[src/rtl/tick_countdown.sv]
// tick_countdown: programmable down-counter clocked by clk, advanced by the
// one-per-second `tick` enable from the slow divider. Counts a loaded value
// down to zero, then emits a one-cycle `done` pulse and raises a sticky
// `expired` flag that is cleared only by `load` or reset.
//
// Optional feature: define TICK_COUNTDOWN_AUTO_RELOAD_EN to add a reload
// register. With a nonzero reload value, expiry reloads the counter and
// keeps running instead of entering EXPIRED.
//
// Command priority each cycle: load > stop > start > tick. The `start` and
// `stop` strobes only act in the states where they are meaningful; in RUN a
// held `start` is a no-op, so it never masks ticks.

module tick_countdown #(
    parameter int WIDTH = 16
) (
    input  logic             clk,
    input  logic             rst_n,
    input  logic             tick,
    input  logic             load,
    input  logic [WIDTH-1:0] load_val,
    input  logic             start,
    input  logic             stop,
    output logic [WIDTH-1:0] count,
    output logic             running,
    output logic             done,
    output logic             expired
);

    typedef enum logic [1:0] {
        ST_IDLE    = 2'b00,
        ST_RUN     = 2'b01,
        ST_PAUSED  = 2'b10,
        ST_EXPIRED = 2'b11
    } state_t;

    localparam logic [WIDTH-1:0] CNT_ZERO = {WIDTH{1'b0}};
    localparam logic [WIDTH-1:0] CNT_ONE  = {{(WIDTH-1){1'b0}}, 1'b1};

    state_t           state_r;
    logic [WIDTH-1:0] count_r;
    logic             running_r;
    logic             done_r;
    logic             expired_r;

`ifdef TICK_COUNTDOWN_AUTO_RELOAD_EN
    logic [WIDTH-1:0] reload_r;

    // Reload register: remembers the most recent load value for auto-reload.
    always_ff @(posedge clk or negedge rst_n) begin
        if (!rst_n) begin
            reload_r <= CNT_ZERO;
        end else if (load) begin
            reload_r <= load_val;
        end else begin
            reload_r <= reload_r;
        end
    end
`endif

    // Control FSM with registered count and status outputs.
    always_ff @(posedge clk or negedge rst_n) begin
        if (!rst_n) begin
            state_r   <= ST_IDLE;
            count_r   <= CNT_ZERO;
            running_r <= 1'b0;
            done_r    <= 1'b0;
            expired_r <= 1'b0;
        end else begin
            // done is a single-cycle pulse unless re-armed below
            done_r <= 1'b0;
            if (load) begin
                // load wins over everything; a coincident tick is dropped
                state_r   <= ST_IDLE;
                count_r   <= load_val;
                running_r <= 1'b0;
                expired_r <= 1'b0;
            end else begin
                case (state_r)
                    ST_IDLE, ST_PAUSED: begin
                        // a coincident tick is not applied: first decrement
                        // happens on the next tick after entering RUN
                        if (start && (count_r != CNT_ZERO)) begin
                            state_r   <= ST_RUN;
                            running_r <= 1'b1;
                        end else begin
                            running_r <= 1'b0;
                        end
                    end
                    ST_RUN: begin
                        if (stop) begin
                            state_r   <= ST_PAUSED;
                            running_r <= 1'b0;
                        end else if (tick) begin
                            if (count_r > CNT_ONE) begin
                                count_r   <= count_r - CNT_ONE;
                                running_r <= 1'b1;
                            end else if (count_r == CNT_ONE) begin
                                done_r <= 1'b1;
`ifdef TICK_COUNTDOWN_AUTO_RELOAD_EN
                                if (reload_r != CNT_ZERO) begin
                                    count_r   <= reload_r;
                                    running_r <= 1'b1;
                                end else begin
                                    state_r   <= ST_EXPIRED;
                                    count_r   <= CNT_ZERO;
                                    running_r <= 1'b0;
                                    expired_r <= 1'b1;
                                end
`else
                                state_r   <= ST_EXPIRED;
                                count_r   <= CNT_ZERO;
                                running_r <= 1'b0;
                                expired_r <= 1'b1;
`endif
                            end else begin
                                // unreachable (RUN is never held at zero);
                                // park safely without a spurious done
                                state_r   <= ST_EXPIRED;
                                count_r   <= CNT_ZERO;
                                running_r <= 1'b0;
                                expired_r <= 1'b1;
                            end
                        end else begin
                            running_r <= 1'b1;
                        end
                    end
                    ST_EXPIRED: begin
                        // hold zero until the next load; start is ignored
                        count_r   <= CNT_ZERO;
                        running_r <= 1'b0;
                        expired_r <= 1'b1;
                    end
                    default: begin
                        state_r   <= ST_IDLE;
                        count_r   <= CNT_ZERO;
                        running_r <= 1'b0;
                        expired_r <= 1'b0;
                    end
                endcase
            end
        end
    end

    assign count   = count_r;
    assign running = running_r;
    assign done    = done_r;
    assign expired = expired_r;

endmodule

[config.mk]
export PLATFORM = sky130hd
export DESIGN_NAME = tick_countdown
export DESIGN_NICKNAME = d
export VERILOG_FILES = /design/src/rtl/tick_countdown.sv
export SDC_FILE = /design/constraint.sdc
export NUM_CORES = 1
export LEC_CHECK = 0
export ABC_AREA = 1
export CAP_MARGIN = 0
export CELL_PAD_IN_SITES_DETAIL_PLACEMENT = 1
export CELL_PAD_IN_SITES_GLOBAL_PLACEMENT = 2
export CORE_MARGIN = 2
export CORE_UTILIZATION = 29
export CTS_BUF_LIST = sky130_fd_sc_hd__clkbuf_2
export DETAILED_ROUTE_END_ITERATION = 16
export PLACE_DENSITY = 0.95
export SLEW_MARGIN = 0
export SYNTH_ARGS = -nofsm -noshare
export SYNTH_HDL_FRONTEND = slang
export SYNTH_SLANG_ARGS = --single-unit
[constraint.sdc]
create_clock -name clk -period 3.9 [get_ports clk]
set_input_delay 0.78 -clock clk [delete_from_list [all_inputs] [get_ports clk]]
set_output_delay 0.78 -clock clk [all_outputs]
set_load 0.05 [all_outputs]
Word-level counts from Yosys, hierarchy flattened
Cells that the tools add are included.

cells by class
  $lt $le $gt $ge = 1
  multiplexer cells = 28
  $add $sub $neg = 1
  reductions and logical operators = 9
  equal/unequal tests = 10

operator list
  cell                     number
  $mux W16                 4
  $pmux W16 S2             1
  $eq A16 B1 Y1 const B    1
  $gt A16 B1 Y1 const B    1
  $reduce_bool A16 Y1      1
  $sub A16 B1 Y16 const B  1
  $mux W1                  15
  $ne A3 B3 Y1 const B     4
  $mux W2                  5
  $ne A4 B4 Y1 const B     2
  $reduce_and A4 Y1        2
  $reduce_bool A3 Y1       2
  $eq A2 B2 Y1 const B     2
  $pmux W2 S2              1
  $pmux W1 S3              1
  $reduce_and A3 Y1        1
  $eq A2 B1 Y1 const B     1
  $logic_not A2 Y1         1
  $pmux W1 S2              1
  $reduce_or A2 Y1         1
  $logic_and A1 B1 Y1      1

storage, ports and cells
  output and inout port bits = 19
  input port bits = 22
  register bits = 21
  word-level logic and storage cells = 54

Longest topological paths before layout
  depth after elaboration = 7
  gate-level depth with buffers = 12

Least setup slack after synthesis
No wires, ideal clock.

  kind = register to register
  start point = register count_r[0], in the netlist count[0]
  end point = register count_r[10], in the netlist count[10]
  setup time = 117 ps
  cell stages (with the launch flop) = 13
  data required time = 3,783 ps
  setup slack = 2,120 ps
  buffers on the path = 0
  arrival = 1,664 ps
  cell sequence = dfrtp_1 inv_1 ha_1 nand2_2 nor2_4 nand2_1 clkinv_1 nand2_1 nand2_1 nand2_1 inv_2 nand2_1 nand2_1

on the way
  cells in the longest elaborated chain, start to end = 6
  elaborated cells on any way between the ends = 7
  classes of those cells = 1 x add/sub; 1 x order compare; 5 x mux

ends and longest elaborated chain
  what                                              line    RTL
  from (decl)                                       41      logic [WIDTH-1:0] count_r;
  from (signal assigned)                            75      count_r <= load_val;
  from (signal assigned)                            96      count_r <= count_r - CNT_ONE;
  $sub A16 B1 Y16 or $gt A16 B1 Y1 (tied branches)  96, 95
  $mux W16 *                                        95      if (count_r > CNT_ONE) begin
  $mux W16 *                                        94      end else if (tick) begin
  $mux W16 *                                        91      if (stop) begin
  $pmux W16 S2 *                                    79      case (state_r)
  $mux W16 *                                        72      if (load) begin

Every way passes the cells marked *; elsewhere a longest branch is shown, timed or not. The select of a mux whose other input is x is not followed.
A chain may end at the register's enable or synchronous reset.

Worst setup path after layout
  start point = register count_r[8], in the netlist count[8]
  end point = output count[8]

RTL lines
  what       line  RTL
  to (decl)  24    output logic [WIDTH-1:0] count,

No word-level cell between the ends.

==> results.md <==
- #FFs+latches synth: 21
- Reg-to-Reg End: count[10]
- Crit path from: count[8]
- Slew margin rel.: approximately a third
- Clk pin slew, worst setup/hold paths: 220 ps
- # rows: 26
- H-tree levels: 1
- Yosys warns: 0
- Critical path endpoint category: output port
- Syn nets: 247
- Min cycle time layout: 2500 ps
- Critical-path cell list: clkdlybuf4s50_1
- Fin Hold WS: 545 ps
- EDFF count, synth: 0
- Skew final: about 4.2 ps
- Seq/Total Area, Yosys: 33.6%
- Most frequent cells in the layout: 76 x nand2_1, 40 x clkdlybuf4s50_1, 26 x inv_1
- DRC Markers: 0
- Fillers: 681
- Routed Antenna Nets: 0
- Maximum VDD drop: 0.276 mV
- Ys flop type: dfrtp_1
- Core Util, Final: slightly below 40%
- Via count: around 1,500
- Hpwl dp: around 3200 um
- Slowest cell on the critical path: clkdlybuf4s50_1
- Commonest non-fill, non-tap cell in the layout: nand2_1
- CTS tree: built
- Vias in the first global route: 1,572
- Port bufs: 40
- WP buf/inv: 1
- Inserted Clock Buffers: 3
- Max Cap Viol: 0
- Post-cts resize count: 0
- # diodes: 0
- IO Pins: ~40
- Clock Latency Late Sink: 330 ps
- Fmax: 400 MHz
- Req. time, crit path: between 3000 and 4000 ps
- Setup TNS: 0 ps
- PwrDens: around 510 nW/um2
- # nets final: 289
- Hold_sp: expired
- Critical Path AT: ~1700 ps
- WL/cell: between 10 and 15 um
- Root Driver: clkbuf_2
- Placed instance count: 329
- R2R setup slack: 2250 ps
- Width of the chip: 77.4 um
- Initial antenna violation count: 0
- Post-Synthesis Cells: 222
- Effective utilization at floorplan: 30.4%
- Clock tree buffer depth: 2
- Core Region: 5140 um2
- First-pass DRT Iterations: 4
- Path length in cells of the critical path: 1
- Worst Tran Pin Value: roughly 1000 ps
- CP max stage delay: 850 ps
- RSZ-0062 raised after global routing: no
- Routed vias/inst: approximately 4.4
- Status: finished, final reports clean
- Initial DRC Count: 15
- Routed wire length: between 4000 and 5000 um
- Worst Setup EP: count[8]
- Area grow syn2layout: 30.8%
- Die Span Y: between 70 and 80 um
- Post-Syn Area: about 1600 um2
- Hold crit path type: reg2reg
- Crit Path Class: reg2out
- CTS Hold Buffers Added: 0
- Wire length of the first global-routing pass: 7230 um
- Startpoint Class: flop
- CP delay by family, top: buffers and inverters
- CTS sink cnt: 21
- Worst r2r path cells: 9
- Layout cells sized above 1: between 10% and 20%
- Gpl congestion: 0.742
- Post-CTS setup buffer count: 0
- Worst r2r src: count[0]
- Max Slew Vio Count: 0
- Final period utilization: ~64%
- Die area: 5990 um2
- Largest net degree at the start of global routing: 23
- Post-Layout Cell Count: 333
- Grt ovf: 0
- Crit Path Max Fanout: 5
- Static leakage: 0.000996 uW
- Avg Inst Size Synth: 7.04 um2
- Synth unique cells: 31
- Post-synth ARST share: 100%
- Final hold violation count: 0
- Setup Viol. Count Final: 0
- Tot GR Track Use: between 10 and 15%
final cells by class:
| class | instances | area [um2] | share of cell area [%] |
|---|---|---|---|
| multi-input cells | 164 | 875 | 42.8 |
| repair buffers | 41 | 408 | 20.0 |
| flip-flops and latches | 21 | 526 | 25.7 |
| clock inverters | 1 | 5.00 | 0.245 |
| inverters | 33 | 129 | 6.30 |
| clock buffers | 3 | 15.0 | 0.734 |
| well taps | 70 | 87.6 | 4.28 |
stage by stage:
step	worst slack, ps	instance area, um2	power (uW)
after floorplan	2120	1560	769
after global placement	1420	2020	948
after detailed placement	1380	2020	959
after CTS	1360	2040	1060
after global routing	1290	2040	1130
final	1400	2040	1050
worst min path at each step:
| stage | to | cells past startpoint |
|---|---|---|
| 6_report | expired | 2 |
| 5_1_grt | expired | 2 |
| 4_1_cts | expired | 2 |
| 3_5_place_dp | expired | 2 |
| 3_3_place_gp | expired | 2 |
| 2_1_floorplan | count[0] | 0 |
cell families after synthesis:
kind of cell	share of synthesized area, %
adders and majority gates	2.40
xor gates and xnor gates	5.04
and+or+nand+nor	43.6
DFF	33.6
AOI/OAI and AO/OA	4.88
buffers and inverters	10.4
power by group:
group          leakage [uW]  switching (uW)  internal [uW]
combinational      0.000729             396            199
sequential         0.000251            78.6            275
clock             0.0000164            74.0           23.3
sequential cells by signal (all words and copies together), names as in the netlist:
signal   count
count       16
done         1
expired      1
running      1
state_r      2
routing by layer:
metal / track usage (%) / part of all wire, % / up-vias
li1: - / - / 761
met1: 19.1 / 48 / 694
met2: 26.3 / 49 / 22
met3: 1.98 / 2.7 / 2
met4: 3.75 / 0.67 / 0
met5: 0 / 0 / -
synthesized netlist by cell type (3+ instances only):
cell      count  share of area [%]
nor2_1       17                4.1
ha_1          3                2.4
nor2_4        3                2.2
o21ai_0       8                2.6
nand3_1      17                5.4
inv_2         3               0.72
inv_1        26                6.2
xor2_1        9                5.0
nand2_4       3                2.2
nand2_1      76                 18
nor2_2        7                2.8
nand2_2       4                1.6
dfrtp_1      21                 34
clkinv_1      3               0.72
Power figures use the tool's default switching activity.
